===== src/rtl/jk_updown_counter.sv =====
// WIDTH-bit synchronous up/down counter cell built from per-bit JK toggle terms,
// with parallel load, optional reload at terminal count and a combinational carry/borrow.
module jk_updown_counter #(
    parameter int WIDTH = 4
) (
    input  logic             CK,
    input  logic             nCL,
    input  logic             EN,
    input  logic             UP,
    input  logic             nLD,
    input  logic [WIDTH-1:0] D,
    input  logic             RELOAD,
    output logic [WIDTH-1:0] Q,
    output logic [WIDTH-1:0] nQ,
    output logic             CO,
    output logic             TC
);

    logic [WIDTH-1:0] r_q;
    logic             r_tc;

    logic [WIDTH-1:0] w_up_run;
    logic [WIDTH-1:0] w_dn_run;
    logic [WIDTH-1:0] w_toggle;
    logic             w_terminal;
    logic             w_wrap;

    // w_up_run[i] is high when every bit below i is 1; w_dn_run[i] when every bit below i is 0.
    // Built in one process so the ripple chain is an ordinary combinational cascade.
    always_comb begin
        w_up_run    = '0;
        w_dn_run    = '0;
        w_up_run[0] = 1'b1;
        w_dn_run[0] = 1'b1;
        for (int i = 1; i < WIDTH; i++) begin
            w_up_run[i] = w_up_run[i-1] & r_q[i-1];
            w_dn_run[i] = w_dn_run[i-1] & ~r_q[i-1];
        end
    end

    assign w_toggle   = EN ? (UP ? w_up_run : w_dn_run) : '0;
    assign w_terminal = UP ? (w_up_run[WIDTH-1] & r_q[WIDTH-1])
                           : (w_dn_run[WIDTH-1] & ~r_q[WIDTH-1]);
    assign w_wrap     = EN & w_terminal;

    // At terminal count every toggle term is set, so r_q ^ w_toggle is exactly the wrap value.
    // NOTE: state registers use non-blocking assignments so all bits update from the same old r_q.
    always_ff @(posedge CK or negedge nCL) begin
        if (!nCL) begin
            r_q  <= '0;
            r_tc <= 1'b0;
        end else if (!nLD) begin
            r_q  <= D;
            r_tc <= 1'b0;
        end else if (w_wrap) begin
            r_q  <= RELOAD ? D : (r_q ^ w_toggle);
            r_tc <= 1'b1;
        end else begin
            r_q  <= r_q ^ w_toggle;
            r_tc <= 1'b0;
        end
    end

    assign Q  = r_q;
    assign nQ = ~r_q;
    assign CO = w_wrap;
    assign TC = r_tc;

endmodule


===== config.mk =====
export PLATFORM = sky130hd
export DESIGN_NAME = jk_updown_counter
export DESIGN_NICKNAME = d
export VERILOG_FILES = /design/src/rtl/jk_updown_counter.sv
export SDC_FILE = /design/constraint.sdc
export NUM_CORES = 1
export LEC_CHECK = 0
export CAP_MARGIN = 15
export CORE_AREA = 3 3 40 42
export CTS_CLUSTER_SIZE = 40
export DETAILED_ROUTE_END_ITERATION = 10
export DIE_AREA = 0 0 43 45
export DONT_BUFFER_PORTS = 1
export GPL_ROUTABILITY_DRIVEN = 0
export PLACE_DENSITY = 0.43
export SYNTH_ARGS = -nofsm -noshare
export SYNTH_HDL_FRONTEND = slang
export SYNTH_SLANG_ARGS = --single-unit

===== constraint.sdc =====
create_clock -name CK -period 2.63 [get_ports CK]
set_input_delay 0.263 -clock CK [delete_from_list [all_inputs] [get_ports CK]]
set_output_delay 0.263 -clock CK [all_outputs]
set_load 0.02 [all_outputs]

* After elaboration in Yosys (flattened, before gate mapping) *
Cells that the tools add are included.

operators by class
  multiplexer cells = 8
  bitwise operators = 13

operator list
  cell           number
  $mux W4        5
  $and A1 B1 Y1  7
  $not A1 Y1     4
  $not A4 Y4     1
  $xor A4 B4 Y4  1
  $mux W1        3

word-level totals
  output and inout port bits = 10
  logic and storage cells = 23
  register bits = 5
  input bits = 10

* Logic depth before layout (Yosys ltp) *
  word-level depth = 9
  gate-level depth with buffers = 5
  gate-level depth less buffers = 4

* Worst setup path after synthesis *
Ideal clock, no wire load.

  path type = reg-to-reg
  from = register r_q[0], in the netlist Q[0]
  to = register r_q[0], in the netlist Q[0]
  path slack = 0.737 ns
  arrival = 1.768 ns
  cell stages (with the launch flop) = 6
  buffers on the path = 1
  setup time = 0.125 ns
  clock period less this slack = 1.893 ns
  required time = 2.505 ns
  cells stage by stage = dfrtp_1 buf_6 or4_4 mux2i_4 a31o_4 mux2_4

on the way
  word-level cells in the longest chain between the ends = 8
  elaborated cells between the ends (all ways) = 13
  classes of those cells = 4 x mux; 9 x bitwise

ends and longest elaborated chain
  what                        RTL line  text
  start: declaration          19        logic [WIDTH-1:0] r_q;
  start signal: assignment    56        r_q <= RELOAD ? D : (r_q ^ w_toggle);
  start signal: assignment    59        r_q <= r_q ^ w_toggle;
  $not A1 Y1                  37        w_dn_run[i] = w_dn_run[i-1] & ~r_q[i-1];
  $and A1 B1 Y1 (2 in a row)  37
  $and A1 B1 Y1               43        : (w_dn_run[WIDTH-1] & ~r_q[WIDTH-1]);
  $mux W1                     42        assign w_terminal = UP ? (w_up_run[WIDTH-1] & r_q[WIDTH-1])
  $and A1 B1 Y1               44        assign w_wrap = EN & w_terminal;
  $mux W4 *                   55        end else if (w_wrap) begin
  $mux W4 *                   52        end else if (!nLD) begin

Mark *: on every way between the ends. The rest lies on a longest branch, timed or not.

* Final worst setup path *
  from = register r_q[0], in the netlist Q[0]
  to = output port CO

on the way
  word-level cells in the longest chain between the ends = 6
  elaborated cells between the ends (all ways) = 9
  classes of those cells = 1 x mux; 8 x bitwise

ends and longest elaborated chain
  what                        RTL line  text
  $not A1 Y1                  37
  $and A1 B1 Y1 (2 in a row)  37
  $and A1 B1 Y1               43
  $mux W1 *                   42
  $and A1 B1 Y1 *             44
  end: declaration            15        output logic CO,

Marks and branches as above.

==> results.json <==
{
  "status": "finished, final reports clean",
  "synth_top_area_cell": "dfrtp_1",
  "synth_top_area_share": 0.334,
  "synth_edf_count": 0,
  "endpoint_kind": "output port",
  "dpl.hpwl_um": 661,
  "insertion_delay_ns": 0.24,
  "synth_warnings": 0,
  "arrival_ns": 1.79,
  "die_h_um": 45,
  "htree_num_levels": 1,
  "routed_wl_um": 763,
  "cap_violations": 0,
  "crit_start": "Q[0]",
  "antennaDiodeCount": 0,
  "worstPathMaxFanout": 8,
  "cpPeakStageDelay_ns": 0.60,
  "utilization": 0.325,
  "cp.required_ns": 2.37,
  "final_nets": 51,
  "via_per_inst": 4.82,
  "area_growth_pct": 11.7,
  "critPathBufInv": 0,
  "netlist_instances": 36,
  "cts_num_sinks": 5,
  "path_clk_slew_ns": 0.04,
  "drv_slew": 0,
  "max_freq_mhz": 488,
  "busiest_layer": "met2",
  "hold_path.startpoint": "D[2]",
  "grt.overflow.total": 0,
  "die_w_um": 43,
  "first_pass_iters": 2,
  "critPathTopFamily": "simple AND/OR/NAND/NOR gates",
  "path_cells": "or4_4 -> mux2i_4 -> and2_2",
  "globalRouteMet2Util": 0.153,
  "netlist_top_cells_area": "dfrtp_1 33%, mux2_4 12%, xnor2_1 7.0%, mux2i_4 6.0%, inv_1 5.0%",
  "grt_util_met3": 0.0159,
  "p_leak_nw": 0.192,
  "cts_tree": "done",
  "holdCritPathClass": "input port to flip-flop",
  "relSlewSlack": 0.710,
  "drt_iter0_drc": 2,
  "grt_first_pass_wirelength_mm": 1.18,
  "finalSetupViolations": 0,
  "total_power_mw": 0.293,
  "powerDensity_nw_per_um2": 701,
  "crit_slowest_cell": "or4_4",
  "coreArea_um2": 1280,
  "avgSynthCellArea_um2": 10.4,
  "synthTopCellsByCount": "5 x dfrtp_1, 5 x inv_1, 3 x mux2_4, 3 x nand2_1, 3 x xnor2_1",
  "grt_util_all_layers": 0.0860,
  "grt_pass1_vias": 282,
  "antenna_found_initial": 0,
  "cts_buffer_depth": 2,
  "synthesis.nets": 46,
  "drc": 0,
  "fp-row-count": 13,
  "period_share": 0.779,
  "via_count": 265,
  "root_buffer": "clkbuf_4",
  "grt.met1_usage": 0.0874,
  "num_io_pins": 20,
  "finalHoldViolations": 0,
  "syn_area_um2": 374,
  "synth_cell_types": 19,
  "cts_made_buffers": 3,
  "worstReg2RegStart": "Q[0]",
  "start_kind": "flip-flop",
  "ir_drop_mv": 0.124,
  "fin_worst_skew_ns": 0.00106,
  "synth_ff_type": "dfrtp_1",
  "numPortBuffers": 0,
  "yosysSeqAreaShare": 0.334,
  "wl_per_cell_um": 13.9,
  "dieArea_um2": 1940,
  "worst_pin_slew_ns": 0.435,
  "tns_ns": 0,
  "post-cts-setup-buffers": 0,
  "ys_seq_elements": 5,
  "path_class": "flip-flop to output port",
  "async_flop_share": 1.00,
  "ant_nets": 0,
  "start_util": 0.291,
  "grt_max_degree": 9,
  "drive_gt1_frac": 0.300,
  "rsz0062_at_grt": "false",
  "finalCriticalPeriod_ns": 2.05
}
==> worst paths after layout <==
| kind | slack (ns) | cells past startpoint | end |
|---|---|---|---|
| max | 0.58 | 3 | CO |
| min | 0.17 | 1 | Q[2] |
| max reg2reg | 0.70 | 4 | Q[1] |
| min reg2reg | 0.76 | 2 | Q[3] |
| max in group asynchronous | 2.13 | 1 | Q[3] |
| min in group asynchronous | 0.31 | 1 | TC |
==> report_power, final <==
part / switching [mW] / internal, mW
sequential: 0.0375 / 0.0890
clock: 0.0274 / 0.0571
combinational: 0.0412 / 0.0407
total: 0.106 / 0.187
==> cell families after synthesis <==
group                  count (synthesis)  share of synthesized area
flip-flops                             5                      0.334
AO/OA/AOI/OAI                          7                      0.150
XOR/XNOR                               4                     0.0937
buffers and inverters                  6                     0.0803
multiplexers                           4                      0.181
AND/OR/NAND/NOR                       10                      0.161
==> per-layer routing <==
| metal | wire length (µm) | vias up |
|---|---|---|
| met5 | 0 | - |
| met4 | 0 | 0 |
| met3 | 57 | 0 |
| met2 | 398 | 12 |
| met1 | 307 | 124 |
| li1 | - | 129 |
==> timing repair <==
| item | 4_1_cts | 5_1_grt |
|---|---|---|
| hold buffers | 1 | 0 |
| gates resized for setup | 0 | 0 |
| setup endpoints to repair | 0 | 0 |
| hold endpoints to repair | 5 | 0 |
==> cell type report <==
class,count,area (µm²)
sequential,5,125
fill,133,867
timing repair buffer,1,10.0
multi-input combinational,25,219
inverter,5,18.8
clock buffer,4,26.3
tap,15,18.8
==> flip-flops by register name, summed over array words and instances, names as in the netlist <==
register,flops
TC,1
Q,4
==> cell usage in the layout (no fill, tap or decap), types with 2 or more instances in the layout <==
cell	instances
dfrtp_1	5
mux2_4	3
a21boi_0	2
nand2_1	3
xnor2_1	3
o21ai_0	2
inv_1	5
and3_2	2
clkbuf_4	3
==> through the flow <==
step           cells  hold slack (ns)  setup WS (ns)  area, µm²
3_5_place_dp      50          -0.0325          0.695        382
2_1_floorplan     36          -0.0326          0.737        374
4_1_cts           55            0.166          0.565        418
6_report          55            0.172          0.580        418
5_1_grt           55            0.162          0.509        418
3_3_place_gp      50          -0.0325          0.727        382
(Power assumes the default switching activity.)
